`src/rtl/gpio_pkg.sv`:
```
// Shared definitions for the GPIO peripheral.
//   - Word addresses of the register map (compared against the zero-extended bus address)
//   - irq_type_e: per-pin interrupt type (edge or level)
//   - Bit positions inside the CTRL register
package gpio_pkg;

    localparam logic [31:0] ADDR_DIR      = 32'd0;
    localparam logic [31:0] ADDR_OUT      = 32'd1;
    localparam logic [31:0] ADDR_IN       = 32'd2;
    localparam logic [31:0] ADDR_OUT_SET  = 32'd3;
    localparam logic [31:0] ADDR_OUT_CLR  = 32'd4;
    localparam logic [31:0] ADDR_OUT_TGL  = 32'd5;
    localparam logic [31:0] ADDR_IRQ_EN   = 32'd6;
    localparam logic [31:0] ADDR_IRQ_TYPE = 32'd7;
    localparam logic [31:0] ADDR_IRQ_POL  = 32'd8;
    localparam logic [31:0] ADDR_IRQ_BOTH = 32'd9;
    localparam logic [31:0] ADDR_PEND     = 32'd10;
    localparam logic [31:0] ADDR_CTRL     = 32'd11;

    typedef enum logic {
        IRQ_EDGE  = 1'b0,
        IRQ_LEVEL = 1'b1
    } irq_type_e;

    localparam int CTRL_SRST_BIT = 0;
    localparam int CTRL_GIE_BIT  = 1;

endpackage

```
`src/rtl/gpio_ctrl_v2_if.sv`:
```
// Avalon-MM slave bus bundle for the GPIO peripheral.
//   address    word address (ADDR_W bits)
//   write      write strobe, qualified by chipselect
//   writedata  32-bit write data
//   read       read strobe, qualified by chipselect
//   chipselect slave select
//   readdata   registered read data, valid one cycle after a read
interface gpio_ctrl_v2_if #(
    parameter int ADDR_W = 4
);
    logic [ADDR_W-1:0] address;
    logic              write;
    logic [31:0]       writedata;
    logic              read;
    logic              chipselect;
    logic [31:0]       readdata;

    modport master (
        output address, write, writedata, read, chipselect,
        input  readdata
    );

    modport slave (
        input  address, write, writedata, read, chipselect,
        output readdata
    );
endinterface

```
`src/rtl/gpio_ctrl_v2_in_filter.sv`:
```
// Single-pin input conditioning: 2-flop synchroniser followed by a
// stability filter.
//   clk_i     clock
//   resetn_i  synchronous active-low reset
//   pad_i     asynchronous pad input
//   filt_o    filtered, synchronised value
// The filtered bit follows the synchronised bit once the latter has differed
// from it for FILTER_DEPTH consecutive cycles; FILTER_DEPTH = 0 bypasses
// the filter.
module gpio_in_filter #(
    parameter int FILTER_DEPTH = 2
) (
    input  logic clk_i,
    input  logic resetn_i,
    input  logic pad_i,
    output logic filt_o
);
    logic sync1_reg;
    logic sync2_reg;

    always_ff @(posedge clk_i) begin
        if (!resetn_i) begin
            sync1_reg <= 1'b0;
            sync2_reg <= 1'b0;
        end else begin
            sync1_reg <= pad_i;
            sync2_reg <= sync1_reg;
        end
    end

    generate
        if (FILTER_DEPTH == 0) begin : g_bypass
            assign filt_o = sync2_reg;
        end else begin : g_filter
            localparam int CNT_W = $clog2(FILTER_DEPTH + 1);
            localparam logic [CNT_W-1:0] CNT_LAST = CNT_W'(FILTER_DEPTH - 1);

            logic [CNT_W-1:0] cnt_reg;
            logic             filt_reg;

            // A pin has only two values, so "differs from the filtered bit"
            // is the same as "equals the previous differing sample"; a
            // sample that matches the filtered bit restarts the count.
            always_ff @(posedge clk_i) begin
                if (!resetn_i) begin
                    cnt_reg  <= '0;
                    filt_reg <= 1'b0;
                end else if (sync2_reg == filt_reg) begin
                    cnt_reg  <= '0;
                end else if (cnt_reg == CNT_LAST) begin
                    cnt_reg  <= '0;
                    filt_reg <= sync2_reg;
                end else begin
                    cnt_reg  <= cnt_reg + 1'b1;
                end
            end

            assign filt_o = filt_reg;
        end
    endgenerate
endmodule

```
`src/rtl/gpio_ctrl_v2.sv`:
```
// Parametrised GPIO peripheral on an Avalon-MM slave bus.
//   clk_i     clock
//   resetn_i  synchronous active-low reset
//   bus       Avalon-MM slave (address/write/writedata/read/chipselect/readdata)
//   gpio_i    asynchronous pad inputs
//   gpio_o    pad output values (OUT register)
//   gpio_oen  pad output enables (DIR register, 1 = drive)
//   irq_o     combined interrupt: |(PEND & IRQ_EN) & GIE
// Holds the register file, atomic set/clear/toggle, edge/level detection,
// the sticky W1C pending register and the registered read path.
module gpio_ctrl_v2
    import gpio_pkg::*;
#(
    parameter int NUM_PINS     = 32,
    parameter int FILTER_DEPTH = 2,
    parameter int ADDR_W       = 4
) (
    input  logic                clk_i,
    input  logic                resetn_i,
    gpio_ctrl_v2_if.slave       bus,
    input  logic [NUM_PINS-1:0] gpio_i,
    output logic [NUM_PINS-1:0] gpio_o,
    output logic [NUM_PINS-1:0] gpio_oen,
    output logic                irq_o
);
    logic [ADDR_W-1:0]   addr;
    logic [31:0]         addr_idx;
    logic [NUM_PINS-1:0] wdata;
    logic                unused_wdata;
    logic                wr_en;
    logic                rd_en;
    logic                srst_req;
    logic                rst_all;
    logic                filt_resetn;

    logic [NUM_PINS-1:0] dir_reg, out_reg, out_next;
    logic [NUM_PINS-1:0] irq_en_reg, irq_type_reg, irq_pol_reg, irq_both_reg;
    logic [NUM_PINS-1:0] pend_reg, pend_next;
    logic                gie_reg;
    logic [NUM_PINS-1:0] filt, filt_d_reg;
    logic [NUM_PINS-1:0] cond;
    logic [31:0]         readdata_reg, rd_val;

    assign addr         = bus.address;
    assign addr_idx     = 32'(addr);
    assign wdata        = bus.writedata[NUM_PINS-1:0];
    assign unused_wdata = ^bus.writedata;
    assign wr_en        = bus.chipselect & bus.write;
    // A simultaneous write takes priority; the read is dropped.
    assign rd_en        = bus.chipselect & bus.read & ~wr_en;

    // The soft reset acts on the same edge as its write, so the very next
    // cycle looks exactly like the cycle after a hardware reset.
    assign srst_req    = wr_en && (addr_idx == ADDR_CTRL) && bus.writedata[CTRL_SRST_BIT];
    assign rst_all     = !resetn_i || srst_req;
    assign filt_resetn = ~rst_all;

    genvar gi;
    generate
        for (gi = 0; gi < NUM_PINS; gi++) begin : g_pin
            logic rise, fall, edge_hit, level_hit;

            gpio_in_filter #(
                .FILTER_DEPTH(FILTER_DEPTH)
            ) u_filter (
                .clk_i    (clk_i),
                .resetn_i (filt_resetn),
                .pad_i    (gpio_i[gi]),
                .filt_o   (filt[gi])
            );

            assign rise      = filt[gi] & ~filt_d_reg[gi];
            assign fall      = ~filt[gi] & filt_d_reg[gi];
            assign edge_hit  = irq_both_reg[gi] ? (rise | fall)
                                                : (irq_pol_reg[gi] ? fall : rise);
            // POL=1 selects active-low.
            assign level_hit = filt[gi] ^ irq_pol_reg[gi];
            assign cond[gi]  = ~dir_reg[gi] & irq_en_reg[gi] &
                               ((irq_type_reg[gi] == IRQ_LEVEL) ? level_hit : edge_hit);
        end
    endgenerate

    always_comb begin
        out_next = out_reg;
        if (wr_en) begin
            case (addr_idx)
                ADDR_OUT:     out_next = wdata;
                ADDR_OUT_SET: out_next = out_reg | wdata;
                ADDR_OUT_CLR: out_next = out_reg & ~wdata;
                ADDR_OUT_TGL: out_next = out_reg ^ wdata;
                default:      out_next = out_reg;
            endcase
        end
    end

    // New conditions are OR-ed in after the W1C mask, so a set wins.
    always_comb begin
        pend_next = pend_reg;
        if (wr_en && (addr_idx == ADDR_PEND)) begin
            pend_next = pend_reg & ~wdata;
        end
        pend_next = pend_next | cond;
    end

    always_comb begin
        rd_val = '0;
        case (addr_idx)
            ADDR_DIR:      rd_val = 32'(dir_reg);
            ADDR_OUT:      rd_val = 32'(out_reg);
            ADDR_IN:       rd_val = 32'(filt);
            ADDR_IRQ_EN:   rd_val = 32'(irq_en_reg);
            ADDR_IRQ_TYPE: rd_val = 32'(irq_type_reg);
            ADDR_IRQ_POL:  rd_val = 32'(irq_pol_reg);
            ADDR_IRQ_BOTH: rd_val = 32'(irq_both_reg);
            ADDR_PEND:     rd_val = 32'(pend_reg);
            ADDR_CTRL:     rd_val[CTRL_GIE_BIT] = gie_reg;
            default:       rd_val = '0;
        endcase
    end

    always_ff @(posedge clk_i) begin
        if (rst_all) begin
            dir_reg      <= '0;
            out_reg      <= '0;
            irq_en_reg   <= '0;
            irq_type_reg <= '0;
            irq_pol_reg  <= '0;
            irq_both_reg <= '0;
            pend_reg     <= '0;
            gie_reg      <= 1'b0;
            filt_d_reg   <= '0;
            readdata_reg <= '0;
        end else begin
            if (wr_en) begin
                case (addr_idx)
                    ADDR_DIR:      dir_reg      <= wdata;
                    ADDR_IRQ_EN:   irq_en_reg   <= wdata;
                    ADDR_IRQ_TYPE: irq_type_reg <= wdata;
                    ADDR_IRQ_POL:  irq_pol_reg  <= wdata;
                    ADDR_IRQ_BOTH: irq_both_reg <= wdata;
                    ADDR_CTRL:     gie_reg      <= bus.writedata[CTRL_GIE_BIT];
                    default:       ;
                endcase
            end
            out_reg    <= out_next;
            pend_reg   <= pend_next;
            filt_d_reg <= filt;
            if (rd_en) begin
                readdata_reg <= rd_val;
            end
        end
    end

    assign bus.readdata = readdata_reg;
    assign gpio_o       = out_reg;
    assign gpio_oen     = dir_reg;
    assign irq_o        = (|(pend_reg & irq_en_reg)) & gie_reg;
endmodule

```
`src/flat_wrapper.sv`:
```
// flat-port wrapper written by rule: the top's interface ports become plain ports
module gpio_ctrl_v2_flat import gpio_pkg::*;
#(
    parameter int NUM_PINS     = 32,
    parameter int FILTER_DEPTH = 2,
    parameter int ADDR_W       = 4
)
  (clk_i, resetn_i, gpio_i, gpio_o, gpio_oen, irq_o, bus_address, bus_write, bus_writedata, bus_read, bus_chipselect, bus_readdata);
  gpio_ctrl_v2_if #(.ADDR_W(ADDR_W)) bus_i ();
  input  logic clk_i;
  input  logic resetn_i;
  input  logic [NUM_PINS-1:0] gpio_i;
  output logic [NUM_PINS-1:0] gpio_o;
  output logic [NUM_PINS-1:0] gpio_oen;
  output logic irq_o;
  input wire logic [$bits(bus_i.address)-1:0] bus_address;
  input wire logic [$bits(bus_i.write)-1:0] bus_write;
  input wire logic [$bits(bus_i.writedata)-1:0] bus_writedata;
  input wire logic [$bits(bus_i.read)-1:0] bus_read;
  input wire logic [$bits(bus_i.chipselect)-1:0] bus_chipselect;
  output wire logic [$bits(bus_i.readdata)-1:0] bus_readdata;
  assign bus_i.address = bus_address;
  assign bus_i.write = bus_write;
  assign bus_i.writedata = bus_writedata;
  assign bus_i.read = bus_read;
  assign bus_i.chipselect = bus_chipselect;
  assign bus_readdata = bus_i.readdata;
  gpio_ctrl_v2 #(.NUM_PINS(NUM_PINS), .FILTER_DEPTH(FILTER_DEPTH), .ADDR_W(ADDR_W)) u_core (.clk_i(clk_i), .resetn_i(resetn_i), .bus(bus_i), .gpio_i(gpio_i), .gpio_o(gpio_o), .gpio_oen(gpio_oen), .irq_o(irq_o));
endmodule
```
`config.mk`:
```
export PLATFORM = sky130hd
export DESIGN_NAME = gpio_ctrl_v2_flat
export DESIGN_NICKNAME = d
export VERILOG_FILES = /design/src/rtl/gpio_pkg.sv /design/src/rtl/gpio_ctrl_v2_if.sv /design/src/rtl/gpio_ctrl_v2_in_filter.sv /design/src/rtl/gpio_ctrl_v2.sv /design/src/flat_wrapper.sv
export SDC_FILE = /design/constraint.sdc
export NUM_CORES = 1
export LEC_CHECK = 0
export CELL_PAD_IN_SITES_DETAIL_PLACEMENT = 1
export CELL_PAD_IN_SITES_GLOBAL_PLACEMENT = 1
export CORE_ASPECT_RATIO = 0.8
export CORE_MARGIN = 4
export CORE_UTILIZATION = 45
export DETAILED_ROUTE_END_ITERATION = 7
export PLACE_DENSITY = 0.9
export SYNTH_ARGS = -nofsm -noshare
export SYNTH_HDL_FRONTEND = slang
export SYNTH_HIERARCHICAL = 1
export SYNTH_SLANG_ARGS = --single-unit
```
`constraint.sdc`:
```
create_clock -name clk_i -period 4.95 [get_ports clk_i]
set_clock_uncertainty 0.15 [all_clocks]
set_input_delay 0.99 -clock clk_i [delete_from_list [all_inputs] [get_ports clk_i]]
set_output_delay 0.99 -clock clk_i [all_outputs]
set_load 0.005 [all_outputs]
```
==> impl_metrics.json, run 1 <==
{
  "status": "complete, no violations",
  "cp_num_buf_inv": 1,
  "cts_resized": 0,
  "core_area_um2": 47440,
  "max_slew_margin_pct": 13.62,
  "syn_area_um2": 21760,
  "dr.pass1.iters": 5,
  "path_max_fanout": 3,
  "period_needed_ns": 3.744,
  "cts-buffers-inserted": 47,
  "synth_fp_nets": 2766,
  "power_density_nw_per_um2": 326.4,
  "drive_above_1_share_pct": 8.439,
  "grt_pass1_wl_um": 125100,
  "rsz0062_at_grt": "false",
  "fin_util_pct": 54.31,
  "largest_reg_flops": 64,
  "max_freq_ghz": 0.2671,
  "slowest_stage": "o41a_1",
  "initial_core_util_pct": 45.88,
  "ys_top_cells_by_area": "dfxtp_1 41%, nand2_1 9.5%, ha_1 9.2%",
  "yosysTopAreaCellShare_pct": 41.30,
  "maxSlewViolCount": 0,
  "fin_nets": 2874,
  "antenna_found_initial": 2,
  "grt_max_degree": 161,
  "p_leak_nw": 9.114,
  "finalHoldViolCount": 0,
  "max_cap_viol_count": 0,
  "synth_edf_count": 0,
  "muxShareOfSynthArea_pct": 5.582,
  "irDropWorstVdd_v": 0.0002183,
  "clock-sinks": 449,
  "cts_root_buf": "clkbuf_16",
  "setup_viol": 0,
  "finalSetupTns_ns": 0,
  "htreeDepth": 2,
  "cp-end-kind": "primary output",
  "synth_compound_area_share_pct": 16.28,
  "cts_tree": "done",
  "hp-class": "flip-flop to flip-flop",
  "synthAdderAreaFrac_pct": 9.198,
  "path_cells": "a22oi_1, nand4_1, o41a_1, clkdlybuf4s50_1",
  "gp_congestion": 0.9322,
  "crit_required_ns": 3.81,
  "synth_area_leader_cell": "dfxtp_1",
  "synth-seq-cells": 449,
  "avgSynthCellArea_um2": 8.592,
  "hpwl_um": 55320,
  "first_global_vias": 21530,
  "yosysSeqAreaShare_pct": 41.30,
  "die_width_um": 253.9,
  "cts_max_path_buffers": 3,
  "worst_pin_slew_ns": 1.296,
  "num_io_pins": 170,
  "synthCells": 2533,
  "cts_setup_buffers": 0,
  "clkTransAtPathRegs_ns": 0.06,
  "final_common_cell": "nand2_1",
  "die_height_um": 204.7,
  "cp-startpoint": "u_core/pend_reg[9]$_SDFF_PN0_",
  "layout_common_cells": "552 x nand2_1, 449 x dfxtp_1, 207 x a21oi_1",
  "viasPerCell": 6.125,
  "r2r_start": "u_core/g_pin[22].u_filter/filt_o$_SDFFE_PN0P_",
  "synth_top_family_by_area": "simple AND/OR/NAND/NOR gates",
  "synthFlopType": "dfxtp_1",
  "grt-ovfl-total": 0,
  "worst_ep_arrival_time_ns": 2.60,
  "ys_types": 60,
  "critPathMaxStageDelay_ns": 0.56,
  "yosysWarnings": 6,
  "period_share_pct": 75.63,
  "setup.worst_path.start_class": "flip-flop",
  "route.detailed.drc": 0,
  "synthXorXnorAreaFrac_pct": 2.575,
  "wirelength_um": 83110,
  "cp_top_family": "compound AO/OA/AOI/OAI gates",
  "final_antenna_net_count": 0,
  "dieArea_um2": 51970,
  "criticalPathCategory": "flip-flop to primary output",
  "area_growth_pct": 18.37,
  "vias": 20210,
  "synthSimpleGateAreaFrac_pct": 18.51,
  "io_buffers": 169,
  "track_usage_pct": 31.10,
  "hp-start": "u_core/g_pin[10].u_filter/sync1_reg$_SDFF_PN0_",
  "insertion_delay_ns": 0.61,
  "postCtsHoldBufs": 0,
  "postSynth.asyncResetShare_pct": 0,
  "wl_per_cell_um": 25.19,
  "drtIter0Drc": 1849,
  "rows": 71
}
==> per-layer routing <==
metal  track usage, %  up-vias  wire, um
met5                0        -         0
met4            14.45        0      4366
li1                 -     8874         -
met3            7.603      309      7660
met1            39.19    10010     33430
met2            50.44     1017     37660
==> cells by family (layout without fill, tap and decap cells) <==
| logic type | after synthesis | count (layout) |
|---|---|---|
| AND/OR/NAND/NOR | 863 | 863 |
| XOR/XNOR | 64 | 64 |
| multiplexers | 103 | 103 |
| adder cells (fa/ha/maj) | 160 | 160 |
| flip-flops | 449 | 449 |
| AO/OA/AOI/OAI | 553 | 553 |
| other | 0 | 1 |
| buffers and inverters | 341 | 486 |
==> final timing paths <==
| kind | endpoint | slack [ns] | depth (start not counted) |
|---|---|---|---|
| setup / recovery | irq_o | 1.21 | 4 |
| hold / removal | u_core/g_pin[10].u_filter/sync2_reg$_SDFF_PN0_ | 0.28 | 1 |
| setup reg to reg | u_core/pend_reg[22]$_SDFF_PN0_ | 2.87 | 7 |
| hold reg to reg | u_core/g_pin[10].u_filter/sync2_reg$_SDFF_PN0_ | 0.28 | 1 |
==> synthesized netlist by cell type (55+ instances only) <==
cell,instances
inv_1,176
mux2i_1,55
and2_1,67
nor2_1,67
ha_1,160
nand2_1,552
o21ai_0,130
buf_2,63
nor4b_1,64
dfxtp_1,449
a21oi_1,207
clkbuf_1,86
a22oi_1,61
==> power breakdown <==
| group | internal, mW | leakage (nW) | switching (mW) |
|---|---|---|---|
| sequential | 3.67 | 3.64 | 0.0546 |
| combinational | 0.224 | 4.62 | 0.404 |
| clock | 2.47 | 0.855 | 1.59 |
==> final cells by class <==
cell class	instances	area, um2
Tap cell	620	775.7
Fill cell	5496	21670
Multi-Input combinational cell	1743	11410
Clock inverter	25	399.1
Clock buffer	61	1361
Antenna cell	1	2.502
Inverter	177	666.9
Timing Repair Buffer	223	2160
Sequential cell	449	8989
==> stage by stage <==
| step | power, mW | hold slack, ns | worst slack [ns] | cells | cell area, um2 |
|---|---|---|---|---|---|
| 2_1_floorplan | 4.132 | 0.2559 | 1.171 | 2533 | 21760 |
| 3_3_place_gp | 4.369 | 0.2630 | 1.059 | 3212 | 24000 |
| 3_5_place_dp | 4.409 | 0.2715 | 0.9494 | 3212 | 24000 |
| 4_1_cts | 8.442 | 0.2814 | 1.277 | 3298 | 25760 |
| 5_1_grt | 8.654 | 0.2958 | 1.179 | 3299 | 25760 |
| 6_report | 8.408 | 0.2784 | 1.206 | 3299 | 25760 |
(Power assumes the default switching activity.)
==> inputs of run 2 (changes only) <==
--- a/config.mk
+++ b/config.mk
@@ -9,9 +9,9 @@
 export CELL_PAD_IN_SITES_GLOBAL_PLACEMENT = 1
 export CORE_ASPECT_RATIO = 0.8
 export CORE_MARGIN = 4
-export CORE_UTILIZATION = 45
+export CORE_UTILIZATION = 40
 export DETAILED_ROUTE_END_ITERATION = 7
-export PLACE_DENSITY = 0.9
+export PLACE_DENSITY = 0.85
 export SYNTH_ARGS = -nofsm -noshare
 export SYNTH_HDL_FRONTEND = slang
 export SYNTH_HIERARCHICAL = 1
==> constraint.sdc (replaced) <==
create_clock -name clk_i -period 3.01 [get_ports clk_i]
set_clock_uncertainty 0.15 [all_clocks]
set_input_delay 0.602 -clock clk_i [delete_from_list [all_inputs] [get_ports clk_i]]
set_output_delay 0.602 -clock clk_i [all_outputs]
set_load 0.005 [all_outputs]
==> impl_metrics.json, run 2 (same netlist as run 1, synthesis figures left out) <==
{
  "layout_common_cells": "552 x nand2_1, 449 x dfxtp_1, 207 x a21oi_1",
  "largest_reg_flops": 64,
  "drive_above_1_share_pct": 11.09,
  "irDropWorstVdd_v": 0.0003371,
  "cts_root_buf": "clkbuf_16",
  "criticalPathCategory": "flip-flop to primary output",
  "swShare_pct": 24.70,
  "power.switching_mw": 3.312,
  "hpwl_um": 56940,
  "clock-sinks": 449,
  "worst_ep_arrival_time_ns": 2.20,
  "crit_required_ns": 2.26,
  "grt_max_degree": 142,
  "track_usage_pct": 27.48,
  "cts-buffers-inserted": 47,
  "wirelength_um": 83050,
  "vias": 20410,
  "num_io_pins": 170,
  "max_slew_margin_pct": 51.66,
  "internal_power_mw": 10.10,
  "gp_congestion": 0.9750,
  "pwr-share-seq_pct": 45.7,
  "wl_per_cell_um": 23.98,
  "fin_area_um2": 26490,
  "first_global_vias": 21310,
  "route.detailed.drc": 0,
  "cp-end-kind": "primary output",
  "holdPathStages": 1,
  "cts_tree": "done",
  "cts_max_path_buffers": 3,
  "power.total_mw": 13.41,
  "comb_power_share_pct": 8.3,
  "maxSlewViolCount": 0,
  "insertion_delay_ns": 0.59,
  "rsz0062_at_grt": "false",
  "path_max_fanout": 3,
  "worst_pin_slew_ns": 0.7251,
  "final_antenna_net_count": 0,
  "power_density_nw_per_um2": 506.3,
  "die_width_um": 268.8,
  "p_leak_nw": 9.453,
  "fin_nets": 2954,
  "hp-class": "flip-flop to flip-flop",
  "initial_core_util_pct": 40.44,
  "drtIter0Drc": 1919,
  "period_share_pct": 98.07,
  "htreeDepth": 2,
  "area_growth_pct": 21.70,
  "dieArea_um2": 58230,
  "place_area_um2": 24830,
  "grt-ovfl-total": 0,
  "period_needed_ns": 2.952,
  "final_common_cell": "nand2_1",
  "setup_viol": 0,
  "clkPwrFrac_pct": 46.0,
  "antenna_found_initial": 5,
  "finalHoldViolCount": 0,
  "clkTransAtPathRegs_ns": 0.07,
  "die_height_um": 216.6,
  "max_freq_ghz": 0.3388,
  "io_buffers": 169,
  "finalSetupTns_ns": 0,
  "grt_pass1_wl_um": 124700,
  "postCtsHoldBufs": 0,
  "setup.worst_path.start_class": "flip-flop",
  "rows": 76,
  "viasPerCell": 5.893,
  "dr.pass1.iters": 5,
  "status": "complete, no violations",
  "cts_setup_buffers": 0,
  "core_area_um2": 53820,
  "max_cap_viol_count": 0,
  "worstRegToRegCells": 7
}
[run 2: changes by cell type in the layout (fill, tap and decap cells not counted), sizes merged, moves of 3 or more]
cell,change
buf,+80
clkbuf,+10
inv,-3
bufinv,-6
[run 2: worst max-delay path: stages, from the launching register on]
cell and delay [ns]:
dfxtp_1 0.35, a22oi_1 0.31, nand4_1 0.19, o41a_1 0.52, clkdlybuf4s15_1 0.25
[run 2: worst paths after layout]
kind,from,end,slack [ns]
min,u_core/g_pin[19].u_filter/sync1_reg$_SDFF_PN0_,u_core/g_pin[19].u_filter/sync2_reg$_SDFF_PN0_,0.28
max reg2reg,u_core/g_pin[3].u_filter/filt_o$_SDFFE_PN0P_,u_core/pend_reg[3]$_SDFF_PN0_,1.02
min reg2reg,u_core/g_pin[19].u_filter/sync1_reg$_SDFF_PN0_,u_core/g_pin[19].u_filter/sync2_reg$_SDFF_PN0_,0.28
max,u_core/pend_reg[21]$_SDFF_PN0_,irq_o,0.06
[run 2: what timing repair did]
action                     CTS  global route
cloned                       0             0
resized for setup            6             2
setup endpoints to repair    1             1
pin swaps                    3             1
[run 2: final cells by class]
class / instances / area (um2)
clock buffer: 71 / 1429
multi-input combinational: 1743 / 11440
fill: 6251 / 27340
antenna: 2 / 5.005
sequential: 449 / 8989
tap: 702 / 878.3
clock inverter: 16 / 192.7
timing repair buffer: 303 / 2885
inverter: 177 / 668.1
[run 2: per-layer routing]
layer	up-vias	routed length, um	track usage (%)	share of wire [%]
met5	-	23	0	0.028
li1	9015	-	-	-
met2	994	37800	44.43	46
met1	10120	32950	34.87	40
met3	277	8146	6.311	9.8
met4	4	4142	12.77	5.0
[run 2: metrics by stage]
stage               util (%)  hold slack (ns)  worst slack (ns)  std cells
global placement       46.13           0.2630           0.01101       3374
finish                 49.21           0.2755           0.05823       3463
global route           49.21           0.2924          0.009076       3462
detailed placement     46.13           0.2694          -0.05593       3374
floorplan                  -           0.2559           -0.1500       2533
CTS                    49.18           0.2811           0.04009       3461
[run 2: power by group through the flow]
stage	clock, mW	combinational [mW]	sequential (mW)
after floorplan	0	0.577	6.22
after global placement	0	1.03	6.25
after detailed placement	0	1.08	6.25
after CTS	6.25	1.09	6.12
after global routing	6.51	1.18	6.13
final	6.17	1.12	6.12
